### config.mk
export PLATFORM = sky130hd
export DESIGN_NAME = fifo_rd_ctrl_flat
export DESIGN_NICKNAME = d
export VERILOG_FILES = /design/src/rtl/fifo_pkg.sv /design/src/rtl/fifo_rd_ctrl_if.sv /design/src/rtl/fifo_rd_ctrl_sync_2ff.sv /design/src/rtl/fifo_rd_ctrl.sv /design/src/flat_wrapper.sv
export SDC_FILE = /design/constraint.sdc
export NUM_CORES = 1
export LEC_CHECK = 0
export BUFFER_PORTS_ARGS = -buffer_cell sky130_fd_sc_hd__clkbuf_2
export CELL_PAD_IN_SITES_DETAIL_PLACEMENT = 1
export CELL_PAD_IN_SITES_GLOBAL_PLACEMENT = 2
export CORE_MARGIN = 3
export CORE_UTILIZATION = 36
export DETAILED_ROUTE_END_ITERATION = 10
export GPL_TIMING_DRIVEN = 1
export PLACE_DENSITY = 0.82
export RECOVER_POWER = 25
export SLEW_MARGIN = 20
export SYNTH_ARGS = -nofsm -noshare
export SYNTH_HDL_FRONTEND = slang
export SYNTH_HIERARCHICAL = 1
export SYNTH_SLANG_ARGS = --single-unit
### constraint.sdc
create_clock -name clk -period 4.4 [get_ports clk]
set_input_delay 0.44 -clock clk [delete_from_list [all_inputs] [get_ports clk]]
set_output_delay 0.44 -clock clk [all_outputs]
set_load 0.01 [all_outputs]
### src/rtl/fifo_pkg.sv
// rtl/fifo_pkg.sv - shared FIFO pointer width default and Gray/binary helpers
package fifo_pkg;

  localparam int ADDR_DEFAULT = 5;
  localparam int PTR_W_MAX    = 32;

  // Callers zero-extend narrower pointers; leading zeros leave the result unchanged.
  function automatic logic [PTR_W_MAX-1:0] gray2bin(input logic [PTR_W_MAX-1:0] g);
    logic [PTR_W_MAX-1:0] b;
    b[PTR_W_MAX-1] = g[PTR_W_MAX-1];
    for (int i = PTR_W_MAX - 2; i >= 0; i--) begin
      b[i] = b[i+1] ^ g[i];
    end
    return b;
  endfunction

  function automatic logic [PTR_W_MAX-1:0] bin2gray(input logic [PTR_W_MAX-1:0] b);
    return (b >> 1) ^ b;
  endfunction

endpackage

### src/rtl/fifo_rd_ctrl_if.sv
// rtl/fifo_rd_ctrl_if.sv - read-side FIFO pointer/flag bundle
interface fifo_rd_ctrl_if #(
  parameter int ADDR = fifo_pkg::ADDR_DEFAULT
) ();

  logic            rd_en;
  logic [ADDR:0]   wr_gray_async;
  logic [ADDR-1:0] rd_addr;
  logic [ADDR:0]   rd_gray;
  logic            empty;
  logic            almost_empty;
  logic [ADDR:0]   rd_level;
  logic            underflow;

  modport master (
    output rd_en, wr_gray_async,
    input  rd_addr, rd_gray, empty, almost_empty, rd_level, underflow
  );

  modport slave (
    input  rd_en, wr_gray_async,
    output rd_addr, rd_gray, empty, almost_empty, rd_level, underflow
  );

endinterface

### src/rtl/fifo_rd_ctrl_sync_2ff.sv
// rtl/fifo_rd_ctrl_sync_2ff.sv - two-flop synchronizer, nothing between the flops
module sync_2ff #(
  parameter int WIDTH = 1
) (
  input  logic             clk,
  input  logic             reset_b,
  input  logic [WIDTH-1:0] d,
  output logic [WIDTH-1:0] q
);

  logic [WIDTH-1:0] r_s1;
  logic [WIDTH-1:0] r_s2;

  always_ff @(posedge clk or negedge reset_b) begin
    if (!reset_b) begin
      r_s1 <= '0;
      r_s2 <= '0;
    end else begin
      r_s1 <= d;
      r_s2 <= r_s1;
    end
  end

  assign q = r_s2;

endmodule

### src/rtl/fifo_rd_ctrl.sv
// rtl/fifo_rd_ctrl.sv - async FIFO read pointer, empty/level flags, underflow
module fifo_rd_ctrl
  import fifo_pkg::*;
#(
  parameter int ADDR      = fifo_pkg::ADDR_DEFAULT,
  parameter int AE_THRESH = 2
) (
  input logic           clk,
  input logic           reset_b,
  fifo_rd_ctrl_if.slave bus
);

  localparam logic [ADDR:0] AE_LVL = (ADDR+1)'(AE_THRESH);

  logic [ADDR:0] r_rd_bin;
  logic [ADDR:0] r_rd_gray;
  logic          r_empty;
  logic          r_almost_empty;
  logic [ADDR:0] r_rd_level;
  logic          r_underflow;

  logic [ADDR:0] w_wr_gray_s2;
  logic [ADDR:0] w_wr_bin_s;
  logic          w_rd_fire;
  logic [ADDR:0] w_rd_bin_next;
  logic [ADDR:0] w_rd_gray_next;
  logic [ADDR:0] w_level_next;

  sync_2ff #(
    .WIDTH (ADDR + 1)
  ) u_sync (
    .clk     (clk),
    .reset_b (reset_b),
    .d       (bus.wr_gray_async),
    .q       (w_wr_gray_s2)
  );

  assign w_wr_bin_s     = (ADDR+1)'(gray2bin(PTR_W_MAX'(w_wr_gray_s2)));
  assign w_rd_fire      = bus.rd_en & ~r_empty;
  assign w_rd_bin_next  = r_rd_bin + {{ADDR{1'b0}}, w_rd_fire};
  assign w_rd_gray_next = (ADDR+1)'(bin2gray(PTR_W_MAX'(w_rd_bin_next)));
  // Flags use the post-read pointer so the last read raises empty on the same edge.
  assign w_level_next   = w_wr_bin_s - w_rd_bin_next;

  always_ff @(posedge clk or negedge reset_b) begin
    if (!reset_b) begin
      r_rd_bin       <= '0;
      r_rd_gray      <= '0;
      r_empty        <= 1'b1;
      r_almost_empty <= 1'b1;
      r_rd_level     <= '0;
      r_underflow    <= 1'b0;
    end else begin
      r_rd_bin       <= w_rd_bin_next;
      r_rd_gray      <= w_rd_gray_next;
      r_empty        <= (w_rd_gray_next == w_wr_gray_s2);
      r_almost_empty <= (w_level_next <= AE_LVL);
      r_rd_level     <= w_level_next;
      r_underflow    <= r_underflow | (bus.rd_en & r_empty);
    end
  end

  assign bus.rd_addr      = r_rd_bin[ADDR-1:0];
  assign bus.rd_gray      = r_rd_gray;
  assign bus.empty        = r_empty;
  assign bus.almost_empty = r_almost_empty;
  assign bus.rd_level     = r_rd_level;
  assign bus.underflow    = r_underflow;

endmodule

### src/flat_wrapper.sv
// flat-port wrapper written by rule: the top's interface ports become plain ports
module fifo_rd_ctrl_flat import fifo_pkg::*;
#(
  parameter int ADDR      = fifo_pkg::ADDR_DEFAULT,
  parameter int AE_THRESH = 2
)
  (clk, reset_b, bus_rd_en, bus_wr_gray_async, bus_rd_addr, bus_rd_gray, bus_empty, bus_almost_empty, bus_rd_level, bus_underflow);
  fifo_rd_ctrl_if #(.ADDR(ADDR)) bus_i ();
  input logic clk;
  input logic reset_b;
  input wire logic [$bits(bus_i.rd_en)-1:0] bus_rd_en;
  input wire logic [$bits(bus_i.wr_gray_async)-1:0] bus_wr_gray_async;
  output wire logic [$bits(bus_i.rd_addr)-1:0] bus_rd_addr;
  output wire logic [$bits(bus_i.rd_gray)-1:0] bus_rd_gray;
  output wire logic [$bits(bus_i.empty)-1:0] bus_empty;
  output wire logic [$bits(bus_i.almost_empty)-1:0] bus_almost_empty;
  output wire logic [$bits(bus_i.rd_level)-1:0] bus_rd_level;
  output wire logic [$bits(bus_i.underflow)-1:0] bus_underflow;
  assign bus_i.rd_en = bus_rd_en;
  assign bus_i.wr_gray_async = bus_wr_gray_async;
  assign bus_rd_addr = bus_i.rd_addr;
  assign bus_rd_gray = bus_i.rd_gray;
  assign bus_empty = bus_i.empty;
  assign bus_almost_empty = bus_i.almost_empty;
  assign bus_rd_level = bus_i.rd_level;
  assign bus_underflow = bus_i.underflow;
  fifo_rd_ctrl #(.ADDR(ADDR), .AE_THRESH(AE_THRESH)) u_core (.clk(clk), .reset_b(reset_b), .bus(bus_i));
endmodule
==> metrics.md <==
| Metric | Value |
|---|---|
| Min-delay worst type | `input port to flop` |
| Cell accounting for the most synthesized area | `dfrtp_1` |
| Drt via density | `around 5` |
| Core area | `between 4000 and 5000 um^2` |
| Synth Net Count | `approximately 150` |
| Die area | `between 5000 and 6000 um^2` |
| Top-area cell type share of the netlist area | `47.5%` |
| RSZ-0062 raised after global routing | `no` |
| Failing checks | `capacitance limit, slew limit` |
| Combinational family with the most area after synthesis | `XOR/XNOR gates` |
| Post-synthesis xor/xnor area fraction | `18.0%` |
| Antenna viol nets, final | `0` |
| Post-Layout Inst Area | `1850 um^2` |
| Initial antenna violation count | `0` |
| Maximum root-to-sink buffer count | `2` |
| Cells after Synth | `~130` |
| Area growth syn-to-layout | `17.3%` |
| Worst setup margin | `approximately 0.97 ns` |
| Simple-Gate Fraction of Synth Area | `between 10% and 20%` |
| TritonCTS clock tree | `done` |
| Setup CP Type | `flop to flop` |
| Critical-path cell list | `xnor2_4 -> xnor2_1 -> xor2_1 -> xor2_1 -> ha_1 -> fa_1 -> inv_1 -> xnor2_1 -> nor2_1 -> o21ai_0 -> nand4_1 -> a2111oi_2` |
| TNS Setup | `0 ns` |
| Port buffer count | `28` |
| Tcrit/Tclk final | `between 70% and 80%` |
| GRT overflow | `0` |
| DRT iter0 DRCs | `25` |
| I/O Pins | `29` |
| Worst-path clk slew | `around 0.07 ns` |
| Die Y | `72.3 um` |
| Critical Path RT | `between 4 and 5 ns` |
| Die X | `approximately 72 um` |
| Antenna cell count | `0` |
| Adder-Cell Fraction of Synth Area | `between 4 and 5%` |
| Synth cell types | `42` |
| Register share of total power | `30.3%` |
| Internal | `around 0.9 mW` |
| Outcome | `finished with violations` |
| Critical Path AT | `3.61 ns` |
| Root Buffer | `clkbuf_8` |
| Clock Power Share | `approximately 15%` |
| Worst slew pin tran | `approximately 1.7 ns` |
| Finish-stage setup viols | `0` |
| DRT Pass-1 Iters | `4` |
| Yosys warnings | `6` |
| Share of cells above drive strength 1 | `28.7%` |
| Synth Area in Compound Gates | `a little under an eighth` |
| Routed via count | `1,062` |
| Logic gate share of total power | `between 50% and 60%` |
| Fmax | `around 300 MHz` |
| Maximum VDD drop | `~0.30 mV` |
| Most common cell after layout, fill and taps aside | `dfrtp_1` |
| Pre-CTS setup slack | `0.944 ns` |
| Layout Nets | `~180` |
| Routed WL | `between 3000 and 4000 um` |
| Net Sw Power | `0.692 mW` |
| Worst stage delay on the critical path | `roughly 0.48 ns` |
| GRT Total Usage | `a little over an eighth` |
| Layout fillers | `between 400 and 500` |
| Worst skew pair latency | `approximately 0.28 ns` |
| Kind of end point of the critical path | `flop` |
| Hold buffers post-CTS | `0` |
| Slew Limit Headroom | `-12.5%` |
| Initial Utilization | `approximately two fifths` |
| RePlAce Congestion | `0.780` |
| Post-synthesis mux area share | `approximately 1.3%` |
| Sw Ratio | `between 40 and 50%` |
| Sequential fraction of the synthesis area | `roughly half` |
| Final hold vios | `0` |
| Worst-path fanout max | `7` |
| Slew Viols, Final | `33` |
| Worst Setup Start Kind | `flop` |
| Total Power | `1.58 mW` |
| First-pass GRT wire length | `about 5300 um` |
| Register bit total from synthesis | `32` |
| CTS Buf Count | `5` |
| Clock Skew | `between 0.004 and 0.005 ns` |
| Routed len/inst | `between 15 and 20 um` |
| Commonest cells after routing, fill and taps aside | `dfrtp_1, clkbuf_2, xor2_1, xnor2_1, nand2_1` |
| Core Rows | `23` |
| PD cells | `about 850 nW/um^2` |
| Fin Hold WS | `approximately 0.26 ns` |
| DR DRC count | `0` |
| Cells taking the most area after synthesis | `dfrtp_1, xor2_1, xnor2_4` |
| CTS resizes | `0` |
| H-tree levels | `2` |
| Largest net degree at the start of global routing | `33` |
| Number of clock sinks | `32` |
| Vias in the first global route | `1,071` |
| DPL Wire Length | `2420 um` |
| P_leak | `0.837 nW` |
| Synthesized area | `1580 um^2` |
| Avg Cell Area, Syn | `12.1 um^2` |
| Post-CTS Setup Bufs | `0` |
| DP Area | `1760 um^2` |
| Min Tclk post-route | `3.43 ns` |
| Critical-path top delay cell | `dfrtp_1` |
| MaxCap Viol Count | `1` |
==> Yosys cell counts, drive strengths merged <==
library cell	n
dfrtp	30
xor2	14
xnor2	12
inv	7
nand2	7
nor2b	6
a21oi	5
ha	4
nand3	4
nor2	4
buf	3
o211ai	3
o21ai	3
a211oi	2
a21o	2
a31oi	2
and2	2
dfstp	2
nor3	2
or2	2
a2111oi	1
a211o	1
a21boi	1
a221o	1
a31o	1
clkinv	1
fa	1
mux2	1
mux2i	1
nand4	1
o22ai	1
o311ai	1
o31ai	1
or3	1
or4	1
==> flip-flops by register name (all words and copies together) (netlist names) <==
name	flops
u_core/bus.rd_gray	5
u_core/bus.rd_level	6
u_core/u_sync/r_s1	6
u_core/bus.almost_empty	1
u_core/u_sync/q	6
u_core/bus.underflow	1
u_core/bus.empty	1
u_core/r_rd_bin	6
==> cell type report <==
cell class                 count  area [um^2]  area share (%)
multi-input combinational     88          726            39.1
clock inverter                 1         7.51           0.405
sequential                    32          803            43.3
tap                           50         62.6            3.37
inverter                       8         30.0            1.62
timing repair buffer          28          139            7.49
clock buffer                   7         86.3            4.66
==> critical path: cells and delay by family (launching register included) <==
| family | cells | cell delay, ns |
|---|---|---|
| XOR/XNOR | 5 | 1.21 |
| buffers and inverters | 1 | 0.12 |
| flip-flops | 1 | 0.48 |
| AO/OA/AOI/OAI | 2 | 0.61 |
| adder cells (fa/ha/maj) | 2 | 0.70 |
| AND/OR/NAND/NOR | 2 | 0.23 |
==> power by group through the flow <==
stage	logic [mW]	registers, mW	clock network [mW]
after floorplan	0.600	0.506	0
after global placement	0.848	0.479	0
after detailed placement	0.863	0.485	0
after CTS	0.872	0.481	0.237
after global routing	0.962	0.492	0.254
final	0.867	0.478	0.232
==> metrics by stage <==
step                      instances  utilization (%)
after CTS                       214             45.1
after global routing            214             45.1
after detailed placement        206             42.8
after global placement          206             42.8
final                           214             45.1
after floorplan                 131                -
==> final timing paths <==
path                                                      start                                 to  slack [ns]  cells after the start
worst min register to register  u_core/u_sync/r_s1[5]$_DFF_PN0_       u_core/u_sync/q[5]$_DFF_PN0_        0.35                      0
worst max register to register     u_core/u_sync/q[5]$_DFF_PN0_  u_core/bus.almost_empty$_DFF_PN1_        0.97                     12
max in group asynchronous                               reset_b    u_core/bus.rd_gray[1]$_DFF_PN0_        2.83                      1
min in group asynchronous                               reset_b   u_core/bus.rd_level[4]$_DFF_PN0_        0.60                      1
worst max-delay path               u_core/u_sync/q[5]$_DFF_PN0_  u_core/bus.almost_empty$_DFF_PN1_        0.97                     12
worst min-delay path                       bus_wr_gray_async[1]    u_core/u_sync/r_s1[1]$_DFF_PN0_        0.26                      1
==> cell families (layout without fill, tap and decap cells) <==
family	count (synthesis)	count (layout)
multiplexers	2	2
adder cells (fa/ha/maj)	5	5
AND/OR/NAND/NOR	30	30
buffers and inverters	11	44
AO/OA/AOI/OAI	25	25
XOR/XNOR	26	26
flip-flops	32	32
==> metal layers <==
layer / track usage (%) / routed length, um
met1: 17.8 / 1510
met2: 21.1 / 1490
met3: 4.29 / 162
met4: 5.01 / 53
met5: 0 / 0
No activity file was read; power rests on OpenSTA's default activity.
